--- src/rtl/muldiv_unit.sv ---
// muldiv_unit: sequential multiply/divide unit with architectural HI/LO registers.
// An iterative shift-add multiplier and a restoring divider share one pair of
// working registers. A busy/done handshake lets the CPU control FSM stall on a
// HI/LO hazard.
// Optional feature macro: MULDIV_FAST_MUL_EN. When it is defined, multiplies
// use a single-cycle 64-bit multiplier and finish in 2 cycles.
module muldiv_unit (
    input  logic        clk,
    input  logic        rst_n,
    input  logic        start,
    input  logic [5:0]  func,
    input  logic [31:0] a,
    input  logic [31:0] b,
    input  logic        hi_we,
    input  logic        lo_we,
    input  logic [31:0] wdata,
    output logic        busy,
    output logic        done,
    output logic        div0,
    output logic [31:0] hi,
    output logic [31:0] lo
);

    localparam logic [5:0] OP_MULT  = 6'b000111;
    localparam logic [5:0] OP_MULTU = 6'b001011;
    localparam logic [5:0] OP_DIV   = 6'b010011;
    localparam logic [5:0] OP_DIVU  = 6'b100011;

    typedef enum logic [1:0] {IDLE, CALC, FIX} state_t;

    state_t      state;
    logic [5:0]  count;
    logic [31:0] rem;       // partial remainder (divide) / upper product half (multiply)
    logic [31:0] quo;       // dividend->quotient (divide) / multiplier->lower product (multiply)
    logic [31:0] divisor;   // |b|, used as divisor or multiplicand
    logic        neg_res;
    logic        neg_rem;
    logic        is_div;
    logic        div_zero;

    logic        func_ok;
    logic        func_div;
    logic        a_neg;
    logic        b_neg;
    logic [31:0] a_mag;
    logic [31:0] b_mag;

    logic [32:0] mul_sum;
    logic [32:0] div_shift;
    logic        div_ge;
    logic [31:0] rem_sub;

    logic [63:0] prod_mag;
    logic [63:0] prod;
    logic [31:0] q_fix;
    logic [31:0] r_fix;

    // Decode the request and form operand magnitudes for signed ops.
    always_comb begin
        func_ok  = (func == OP_MULT) || (func == OP_MULTU) ||
                   (func == OP_DIV)  || (func == OP_DIVU);
        func_div = (func == OP_DIV) || (func == OP_DIVU);
        a_neg    = ((func == OP_MULT) || (func == OP_DIV)) && a[31];
        b_neg    = ((func == OP_MULT) || (func == OP_DIV)) && b[31];
        a_mag    = a_neg ? (~a + 32'd1) : a;
        b_mag    = b_neg ? (~b + 32'd1) : b;
    end

    // One engine iteration. The shift-add step adds the multiplicand when the
    // multiplier LSB is set. The restoring step compares the 33-bit shifted
    // remainder against the divisor.
    always_comb begin
        mul_sum   = {1'b0, rem} + (quo[0] ? {1'b0, divisor} : 33'd0);
        div_shift = {rem, quo[31]};
        div_ge    = (div_shift >= {1'b0, divisor});
        rem_sub   = div_shift[31:0] - divisor;
    end

    // Sign correction of the finished result.
    always_comb begin
`ifdef MULDIV_FAST_MUL_EN
        prod_mag = {32'd0, quo} * {32'd0, divisor};
`else
        prod_mag = {rem, quo};
`endif
        prod  = neg_res ? (~prod_mag + 64'd1) : prod_mag;
        q_fix = neg_res ? (~quo + 32'd1) : quo;
        r_fix = neg_rem ? (~rem + 32'd1) : rem;
    end

    // Control FSM, engine datapath and architectural HI/LO registers.
    always_ff @(posedge clk or negedge rst_n) begin
        if (!rst_n) begin
            state    <= IDLE;
            count    <= 6'd0;
            rem      <= 32'd0;
            quo      <= 32'd0;
            divisor  <= 32'd0;
            neg_res  <= 1'b0;
            neg_rem  <= 1'b0;
            is_div   <= 1'b0;
            div_zero <= 1'b0;
            busy     <= 1'b0;
            done     <= 1'b0;
            div0     <= 1'b0;
            hi       <= 32'd0;
            lo       <= 32'd0;
        end else begin
            done <= 1'b0;
            div0 <= 1'b0;
            case (state)
                IDLE: begin
                    if (hi_we) hi <= wdata;
                    if (lo_we) lo <= wdata;
                    if (start && func_ok) begin
                        quo      <= a_mag;
                        divisor  <= b_mag;
                        rem      <= 32'd0;
                        count    <= 6'd0;
                        neg_res  <= a_neg ^ b_neg;
                        neg_rem  <= a_neg;
                        is_div   <= func_div;
                        div_zero <= (b == 32'd0);
                        busy     <= 1'b1;
`ifdef MULDIV_FAST_MUL_EN
                        state    <= func_div ? CALC : FIX;
`else
                        state    <= CALC;
`endif
                    end
                end
                CALC: begin
                    if (is_div) begin
                        if (div_ge) begin
                            rem <= rem_sub;
                            quo <= {quo[30:0], 1'b1};
                        end else begin
                            rem <= div_shift[31:0];
                            quo <= {quo[30:0], 1'b0};
                        end
                    end else begin
                        rem <= mul_sum[32:1];
                        quo <= {mul_sum[0], quo[31:1]};
                    end
                    count <= count + 6'd1;
                    if (count == 6'd31) state <= FIX;
                end
                FIX: begin
                    if (is_div) begin
                        if (div_zero) begin
                            div0 <= 1'b1;
                        end else begin
                            hi <= r_fix;
                            lo <= q_fix;
                        end
                    end else begin
                        hi <= prod[63:32];
                        lo <= prod[31:0];
                    end
                    done  <= 1'b1;
                    busy  <= 1'b0;
                    state <= IDLE;
                end
                default: state <= IDLE;
            endcase
        end
    end

endmodule

--- config.mk ---
export PLATFORM = sky130hd
export DESIGN_NAME = muldiv_unit
export DESIGN_NICKNAME = d
export VERILOG_FILES = /design/src/rtl/muldiv_unit.sv
export SDC_FILE = /design/constraint.sdc
export NUM_CORES = 1
export LEC_CHECK = 0
export BUFFER_PORTS_ARGS = -buffer_cell sky130_fd_sc_hd__buf_2
export CAP_MARGIN = 10
export CORE_MARGIN = 2
export CORE_UTILIZATION = 60
export CTS_CLUSTER_SIZE = 24
export DETAILED_ROUTE_END_ITERATION = 10
export PLACE_DENSITY = 0.82
export SKIP_LAST_GASP = 1
export SYNTH_ARGS = -nofsm -noshare
export SYNTH_HDL_FRONTEND = slang
export SYNTH_SLANG_ARGS = --single-unit
--- constraint.sdc ---
create_clock -name clk -period 6.8 [get_ports clk]
set_input_delay 2.04 -clock clk [delete_from_list [all_inputs] [get_ports clk]]
set_output_delay 2.04 -clock clk [all_outputs]
set_load 0.02 [all_outputs]
# Word level (Yosys, flattened, before mapping)
# Index checks and enable logic that the tools add are counted.
# W data, S select, Z words.
# word_totals
out_inout_bits	67
register_bits	175
input_bits	107
elab_cells	92
# op_classes
n_eq_ne	12
order_cmp	1
n_addsub	8
mux	33
bitwise_logic	6
n_reduce_logical	18
# op_table
op	n
$mux W32	16
$pmux W32 S2	4
$add A32 B1 Y32 const B	4
$not A32 Y32	4
$add A64 B1 Y64 const B	1
$mux W64	1
$not A64 Y64	1
$add A32 B32 Y33	1
$ge A33 B32 Y1	1
$logic_not A32 Y1	1
$sub A32 B32 Y32	1
$eq A6 B5 Y1 const B	2
$pmux W6 S2	1
$ne A2 B2 Y1 const B	4
$reduce_and A2 Y1	4
$add A6 B1 Y6 const B	1
$eq A6 B3 Y1 const B	1
$eq A6 B4 Y1 const B	1
$eq A6 B6 Y1 const B	1
$mux W1	6
$mux W6	1
$reduce_and A3 Y1	2
$logic_or A1 B1 Y1	5
$mux W2	2
9 further kinds	12

# Depth between registers and ports, before layout
# Gate-level depths: netlist of the first run.
# logic_depth
ltp_word	7
ltp_mapped	14
depth_no_buf	13

# Worst setup path before layout of the first run
# OpenSTA, ideal clock, no wires.
# synth_timing
kind	in2reg
startpoint	input port b[6]
endpoint	register divisor[29]
arrival_time_ns	4.203
path_buffers	0
cell_stages	9
setup_time_ns	0.129
required_time_ns	6.671
path_slack_ns	2.468
path_cell_list	or4_1 > or4_4 > or4_4 > nor2_4 > and2_4 > nand2_2 > o21ai_2 > xor2_1 > o21ai_1
# synth_via
elab_chain_cells	3
# synth_lines
item	line_no	rtl
from (decl)	13	input logic [31:0] b,
$not A32 Y32	66	b_mag = b_neg ? (~b + 32'd1) : b;
$add A32 B1 Y32	66	
$mux W32	66	
to (signal assigned)	117	divisor <= b_mag;
to (decl)	35	logic [31:0] divisor;
# No other way between the ends.
# A chain may end at the register's enable or synchronous reset.

# Worst setup path after layout of the first run
# layout_timing
startpoint	input port a[4]
endpoint	register quo[28]
# layout_via
elab_chain_cells	5
# layout_lines
item	line_no	rtl
from (decl)	12	input logic [31:0] a,
$not A32 Y32	65	a_mag = a_neg ? (~a + 32'd1) : a;
$add A32 B1 Y32	65	
$mux W32	65	
$mux W32	115	if (start && func_ok) begin
$pmux W32 S2	111	case (state)
to (signal assigned)	116	quo <= a_mag;
to (signal assigned)	136	quo <= {quo[30:0], 1'b1};
to (signal assigned)	139	quo <= {quo[30:0], 1'b0};
to (decl)	34	logic [31:0] quo;
# No other way between the ends. The select of a mux whose other input is x is not followed.

==> out/metrics.csv, run 1 <==
stage;metric;value;unit
grt;grt_pass1_vias;13400;
logic_synthesis;yosysWarnings;0;
timing;hold_viol;0;
die;dieArea;25300;um2
logic_synthesis;synth_area;14400;um2
route;first_pass_iters;8;
grt;grt_overflow;0;
placed_design;port_buffers;173;
cts;clkSinkCount;175;
cts;cts_hold_buf;0;
route;viasPerCell;6.40;
placed_design;gp_congestion;0.992;
grt;grt_pass1_wl;70900;um
logic_synthesis;synth_cell_type_count;83;
timing;grt_setup_unrepaired;false;
cts;clk-insertion-delay-late;0.45;ns
route;drcViolationCount;0;
cts;cts-root-buf;clkbuf_16;
logic_synthesis;yosysSeqAreaShare;30.3;%
final_layout;fillerInstances;1969;
die;rows;56;
cts;postCtsSetupRepairBufs;0;
route;first_iter_violations;1589;
timing;setup_viol;0;
setup_path;r2r-start;quo[0]$_DFFE_PN0P_;
logic_synthesis;syn_area_per_cell;7.92;um2
cts;htreeDepth;4;
setup_path;crit_start;a[4];
cts;cts_buffers;17;
timing;worst_pin_slew;1.03;ns
timing;timing.setup.tns;0;ns
logic_synthesis;synth_top_flop_cell;dfrtp_1;
setup_path;cp.required;7.10;ns
logic_synthesis;synth_area_leader_cell;dfrtp_1;
timing;max_freq;231;MHz
timing;period_share;63.8;%
setup_path;path_class;input port to flop;
timing;fin_crit;4.34;ns
setup_path;end_kind;flop;
logic_synthesis;synth_top_area_share;30.3;%
timing;skew;0.0181;ns
route;dr_total_vias;14400;
final_layout;area_growth;11.4;%
timing;max_slew_margin;31.0;%
route;routed_wl;44300;um
logic_synthesis;synth_fp_nets;1999;
setup_path;crit_arrival;4.64;ns
setup_path;crit_fanout;7;
logic_synthesis;synthArstFlopShare;100;%
power;leakage;6.93;nW
logic_synthesis;synth_edf_count;0;
min_path;hold_path.class;flop to flop;
grt;grt_usage;34.4;%
cts;cts_tree;yes;
route;wl_per_cell;19.6;um
placed_design;place_hpwl;32800;um
grt;grt_max_degree;107;
final_layout;drive_gt1_share;13.7;%
die;core-area;23500;um2
status;status;finished, final reports clean;
cts;clockBufferDepth;2;
min_path;worstHoldStart;lo[26]$_DFFE_PN0P_;
logic_synthesis;synth_area_leaders;dfrtp_1, o21ai_0, ha_1;
die;start_util;61.3;%
grt;grt_antenna_before_repair;1;
setup_path;cp-start-kind;input port;
logic_synthesis;netlist_instances;1821;
final_layout;fin_nets;2102;
logic_synthesis;ys_seq_elements;175;
die;die_y;159;um
die;top_level_ports;174;
job;cap_violations;0;
die;die_w;159;um
cts;postCtsResizedCells;0;
cts;path_clk_slew;0.09;ns
route;ant_nets;0;
power;power_density;426;nW/um2
final_layout;final_util;68.3;%
power;vdd_drop_max;0.253;mV
timing;slew_viol_final;0;
logic make-up (layout without fill, tap and decap cells):
group           count (synthesis)  after routing  share of synthesized area (%)
xor+xnor                      169            169                           10.3
fa+ha+maj                      71             71                           6.26
buf+inv                       168            284                           4.63
compound gates                593            593                           25.5
flops                         175            175                           30.3
simple gates                  591            591                           19.3
mux                            54             54                           3.75
other cells                     0              1                              0
area by class of cell:
type | instances | area (um2) | area share, %
clock buffers | 17 | 425 | 2.65
flip-flops and latches | 175 | 4380 | 27.3
diodes | 1 | 2.50 | 0.0156
multi-input cells | 1478 | 9420 | 58.6
clock inverters | 15 | 211 | 1.32
repair buffers | 187 | 990 | 6.16
inverters | 65 | 244 | 1.52
well taps | 319 | 399 | 2.48
worst max-delay path, cell delays in order:
cell	delay, ns
buf_2	0.12
nor4_2	0.50
nand4_1	0.20
nor4_2	0.46
nor4b_1	0.66
a31oi_1	0.19
xnor2_1	0.17
nand2_1	0.07
o211ai_1	0.11
o21ai_0	0.11
path summary, 6_finish.rpt:
path / end / slack (ns) / cells past startpoint
setup / recovery: quo[28]$_DFFE_PN0P_ / 2.46 / 10
hold / removal: lo[26]$_DFFE_PN0P_ / 0.48 / 1
setup reg to reg: rem[30]$_DFFE_PN0P_ / 2.48 / 12
hold reg to reg: lo[26]$_DFFE_PN0P_ / 0.48 / 1
max in group asynchronous: hi[19]$_DFFE_PN0P_ / 4.20 / 2
min in group asynchronous: quo[13]$_DFFE_PN0P_ / 1.58 / 1
flip-flops by register name, summed over array words and instances (netlist names), 2 cells and up:
signal / count
lo: 32
hi: 32
rem: 32
divisor: 32
state: 2
quo: 32
count: 6
through the flow:
step / power (mW) / worst slack [ns] / instances / instance area, um2 / hold slack (ns)
floorplan: 4.55 / 2.47 / 1821 / 14400 / 0.442
global placement: 5.52 / 2.07 / 2224 / 15400 / 0.455
detailed placement: 5.62 / 2.01 / 2224 / 15400 / 0.460
CTS: 6.72 / 2.46 / 2256 / 16100 / 0.483
global route: 7.29 / 2.18 / 2257 / 16100 / 0.494
finish: 6.84 / 2.46 / 2257 / 16100 / 0.477
where the power goes:
| part | switching (mW) | leakage [nW] | total [mW] | internal (mW) |
|---|---|---|---|---|
| clock | 0.558 | 0.306 | 1.08 | 0.518 |
| combinational | 2.36 | 4.43 | 3.88 | 1.52 |
| sequential | 0.557 | 2.19 | 1.89 | 1.33 |
Yosys cell counts (8+ instances only):
master / count
a21oi_1: 136
a31oi_1: 23
and2_1: 11
a22oi_1: 16
a21o_1: 29
or3_1: 15
o21a_1: 10
nor3_1: 35
clkbuf_1: 85
dfrtp_1: 175
and3_1: 17
mux2i_1: 53
ha_1: 69
xnor2_1: 90
nand2b_1: 13
nand2_1: 202
nand3_1: 35
o211ai_1: 40
nor4_1: 13
inv_1: 65
o31ai_1: 36
nand4_1: 16
xor2_1: 79
o21ai_0: 203
buf_1: 9
a211oi_1: 16
nor2_1: 174
nor2b_1: 13
o21ai_1: 8
cell usage in the layout (no fill, tap or decap), types with 10 or more instances in the layout:
cell,count
o21ai_0,203
and3_1,17
a31oi_1,23
a22oi_1,16
nand4_1,16
nand2_1,202
o21a_1,10
nand3_1,35
a211oi_1,16
and2_1,11
nor3_1,35
xnor2_1,90
dfrtp_1,174
nor2b_1,12
ha_1,69
buf_2,172
nor2_1,172
nor4_1,13
o31ai_1,36
clkbuf_16,17
xor2_1,79
inv_1,65
a21oi_1,136
a21o_1,29
nand2b_1,11
or3_1,15
mux2i_1,53
buf_4,13
o211ai_1,40
per-layer routing:
| layer | part of all wire, % | up-vias | routed length [um] | track usage (%) |
|---|---|---|---|---|
| met4 | 3.4 | 0 | 1490 | 12.1 |
| li1 | - | 6762 | - | - |
| met3 | 8.6 | 118 | 3810 | 5.47 |
| met2 | 44 | 746 | 19600 | 52.4 |
| met1 | 44 | 6819 | 19400 | 49.8 |
| met5 | 0 | - | 0 | 0 |
(Power assumes the default switching activity.)
==> run 2: changes to the inputs <==
==> constraint.sdc (replaced) <==
create_clock -name clk -period 4.45 [get_ports clk]
set_input_delay 1.335 -clock clk [delete_from_list [all_inputs] [get_ports clk]]
set_output_delay 1.335 -clock clk [all_outputs]
set_load 0.02 [all_outputs]
==> run 2 against run 1 <==
  * Critical path depth rose by 3
  * Die area did not move
  * Sequential share of layout area fell by 0.15 points
  * Via count fell by 0.10%
  * Highest routed layer unchanged
==> out/metrics.csv, run 2 (synthesized netlist as in run 1, its figures left out) <==
stage;metric;value;unit;change
setup_path;path_class;flop to flop;;
die;rows;56;;unchanged
route;dr_total_vias;14400;;-0.10%
cts;clkSinkCount;175;;unchanged
cts;path_clk_slew;0.09;ns;about the same
route;ant_nets;0;;unchanged
die;die_y;159;um;unchanged
cts;clk-insertion-delay-late;0.45;ns;about the same
final_layout;area_growth;12.0;%;
final_layout;final_util;68.6;%;+0.37 points
die;top_level_ports;174;;unchanged
power;vdd_drop_max;0.308;mV;+22%
status;status;finished, final reports clean;;
timing;max_freq;251;MHz;
route;wl_per_cell;19.5;um;-0.54%
route;first_pass_iters;7;;-1
timing;hold_viol;0;;unchanged
power;combPwrFrac;57.4;%;+0.8 points
power;power.internal;5.20;mW;+54%
timing;period_share;89.7;%;
power;seqPwrFrac;27.0;%;-0.6 points
final_layout;fillerInstances;1944;;-1.3%
timing;max_slew_margin;33.7;%;+2.7 points
cts;postCtsResizedCells;0;;unchanged
grt;grt_antenna_before_repair;0;;-1
grt;grt_overflow;0;;unchanged
route;first_iter_violations;1542;;-3.0%
cts;cts_buffers;17;;unchanged
grt;grt_pass1_vias;13600;;+1.5%
route;drcViolationCount;0;;unchanged
cts;htreeDepth;4;;unchanged
power;leakage;6.99;nW;+0.88%
die;die_w;159;um;unchanged
grt;grt_usage;34.5;%;+0.11 points
power;p_switching;5.27;mW;+52%
final_layout;fin_nets;2114;;+0.57%
final_layout;antenna_cells;0;;-1
power;power_density;648;nW/um2;+52%
timing;worst_pin_slew;0.995;ns;-0.0401 ns
final_layout;seqCellArea;4380;um2;unchanged
final_layout;final_cell_mix;o21ai_0, nand2_1, dfrtp_1;;
power;clkPwrFrac;15.6;%;about the same
timing;grt_setup_unrepaired;false;;
placed_design;port_buffers;173;;unchanged
timing;skew;0.0164;ns;-0.00168 ns
final_layout;multi_input_area;9420;um2;unchanged
job;cap_violations;0;;unchanged
grt;grt_max_degree;84;;-21%
cts;cts_hold_buf;0;;unchanged
final_layout;final_common_cell;o21ai_0;;
timing;slew_viol_final;0;;unchanged
die;start_util;61.3;%;unchanged
setup_path;cp-start-kind;flop;;
setup_path;end_kind;flop;;
placed_design;gp_congestion;0.988;;-0.34%
setup_path;crit_fanout;7;;unchanged
power;switching_share;50.4;%;-0.38 points
final_layout;drive_gt1_share;14.3;%;+0.53 points
die;dieArea;25300;um2;unchanged
placed_design;place_hpwl;33000;um;+0.67%
min_path;hold_path.class;flop to flop;;
grt;grt_pass1_wl;70900;um;about the same
cts;cts_tree;yes;;
setup_path;crit_arrival;4.33;ns;-0.31 ns
route;routed_wl;44200;um;about the same
timing;setup_viol;0;;unchanged
cts;cts-root-buf;clkbuf_16;;
cts;postCtsSetupRepairBufs;0;;unchanged
die;core-area;23500;um2;unchanged
cts;clockBufferDepth;2;;unchanged
timing;timing.setup.tns;0;ns;unchanged
route;viasPerCell;6.36;;-0.59%
timing;fin_crit;3.99;ns;
setup_path;cp.required;4.79;ns;-2.31 ns
## run 2: final timing paths
kind	startpoint	endpoint	slack, ns	cells after the start
hold / removal	lo[14]$_DFFE_PN0P_	lo[14]$_DFFE_PN0P_	0.48	2
min in group asynchronous	rst_n	quo[14]$_DFFE_PN0P_	0.93	1
max in group asynchronous	rst_n	neg_res$_DFFE_PN0P_	2.56	2
setup reg to reg	quo[0]$_DFFE_PN0P_	rem[30]$_DFFE_PN0P_	0.46	13
hold reg to reg	lo[14]$_DFFE_PN0P_	lo[14]$_DFFE_PN0P_	0.48	2
setup / recovery	quo[0]$_DFFE_PN0P_	rem[30]$_DFFE_PN0P_	0.46	13
## run 2: stage by stage
stage / hold WS (ns) / instances / area [um2] / setup WS, ns / total power, mW
floorplan: 0.442 / 1821 / 14400 / 0.823 / 6.95
global placement: 0.454 / 2236 / 15500 / 0.504 / 8.49
detailed placement: 0.462 / 2236 / 15500 / 0.494 / 8.64
CTS: 0.481 / 2268 / 16200 / 0.495 / 10.3
global route: 0.507 / 2268 / 16200 / 0.281 / 11.2
finish: 0.481 / 2268 / 16200 / 0.460 / 10.5
## run 2: worst max-delay path: stages, from the launching register on
cell      delay [ns]
dfrtp_1         0.49
inv_1           0.25
nor2_1          0.08
ha_1            0.24
a211oi_1        0.29
o21ai_0         0.23
o31ai_1         0.49
o211ai_1        0.18
buf_4           0.20
a211oi_1        0.46
o211ai_1        0.19
a21oi_1         0.18
mux2_2          0.35
o31ai_1         0.24
## run 2: power groups by stage
stage	combinational, mW	sequential [mW]	clock (mW)
2_1_floorplan	4.28	2.67	0
3_3_place_gp	5.71	2.78	0
3_5_place_dp	5.82	2.82	0
4_1_cts	5.88	2.79	1.63
5_1_grt	6.58	2.88	1.69
6_report	6.01	2.83	1.63
## run 2: layout make-up
type / instances / area share, %
Clock buffer: 17 / 2.63
Clock inverter: 15 / 1.31
Inverter: 65 / 1.51
Multi-Input combinational cell: 1478 / 58.3
Sequential cell: 175 / 27.1
Tap cell: 319 / 2.47
Timing Repair Buffer: 199 / 6.68
## run 2: metal layers
layer  track usage, %  part of all wire, %
met1             48.2                   43
met2             53.5                   44
met3             6.28                  9.1
met4             13.1                  3.7
met5                0                    0
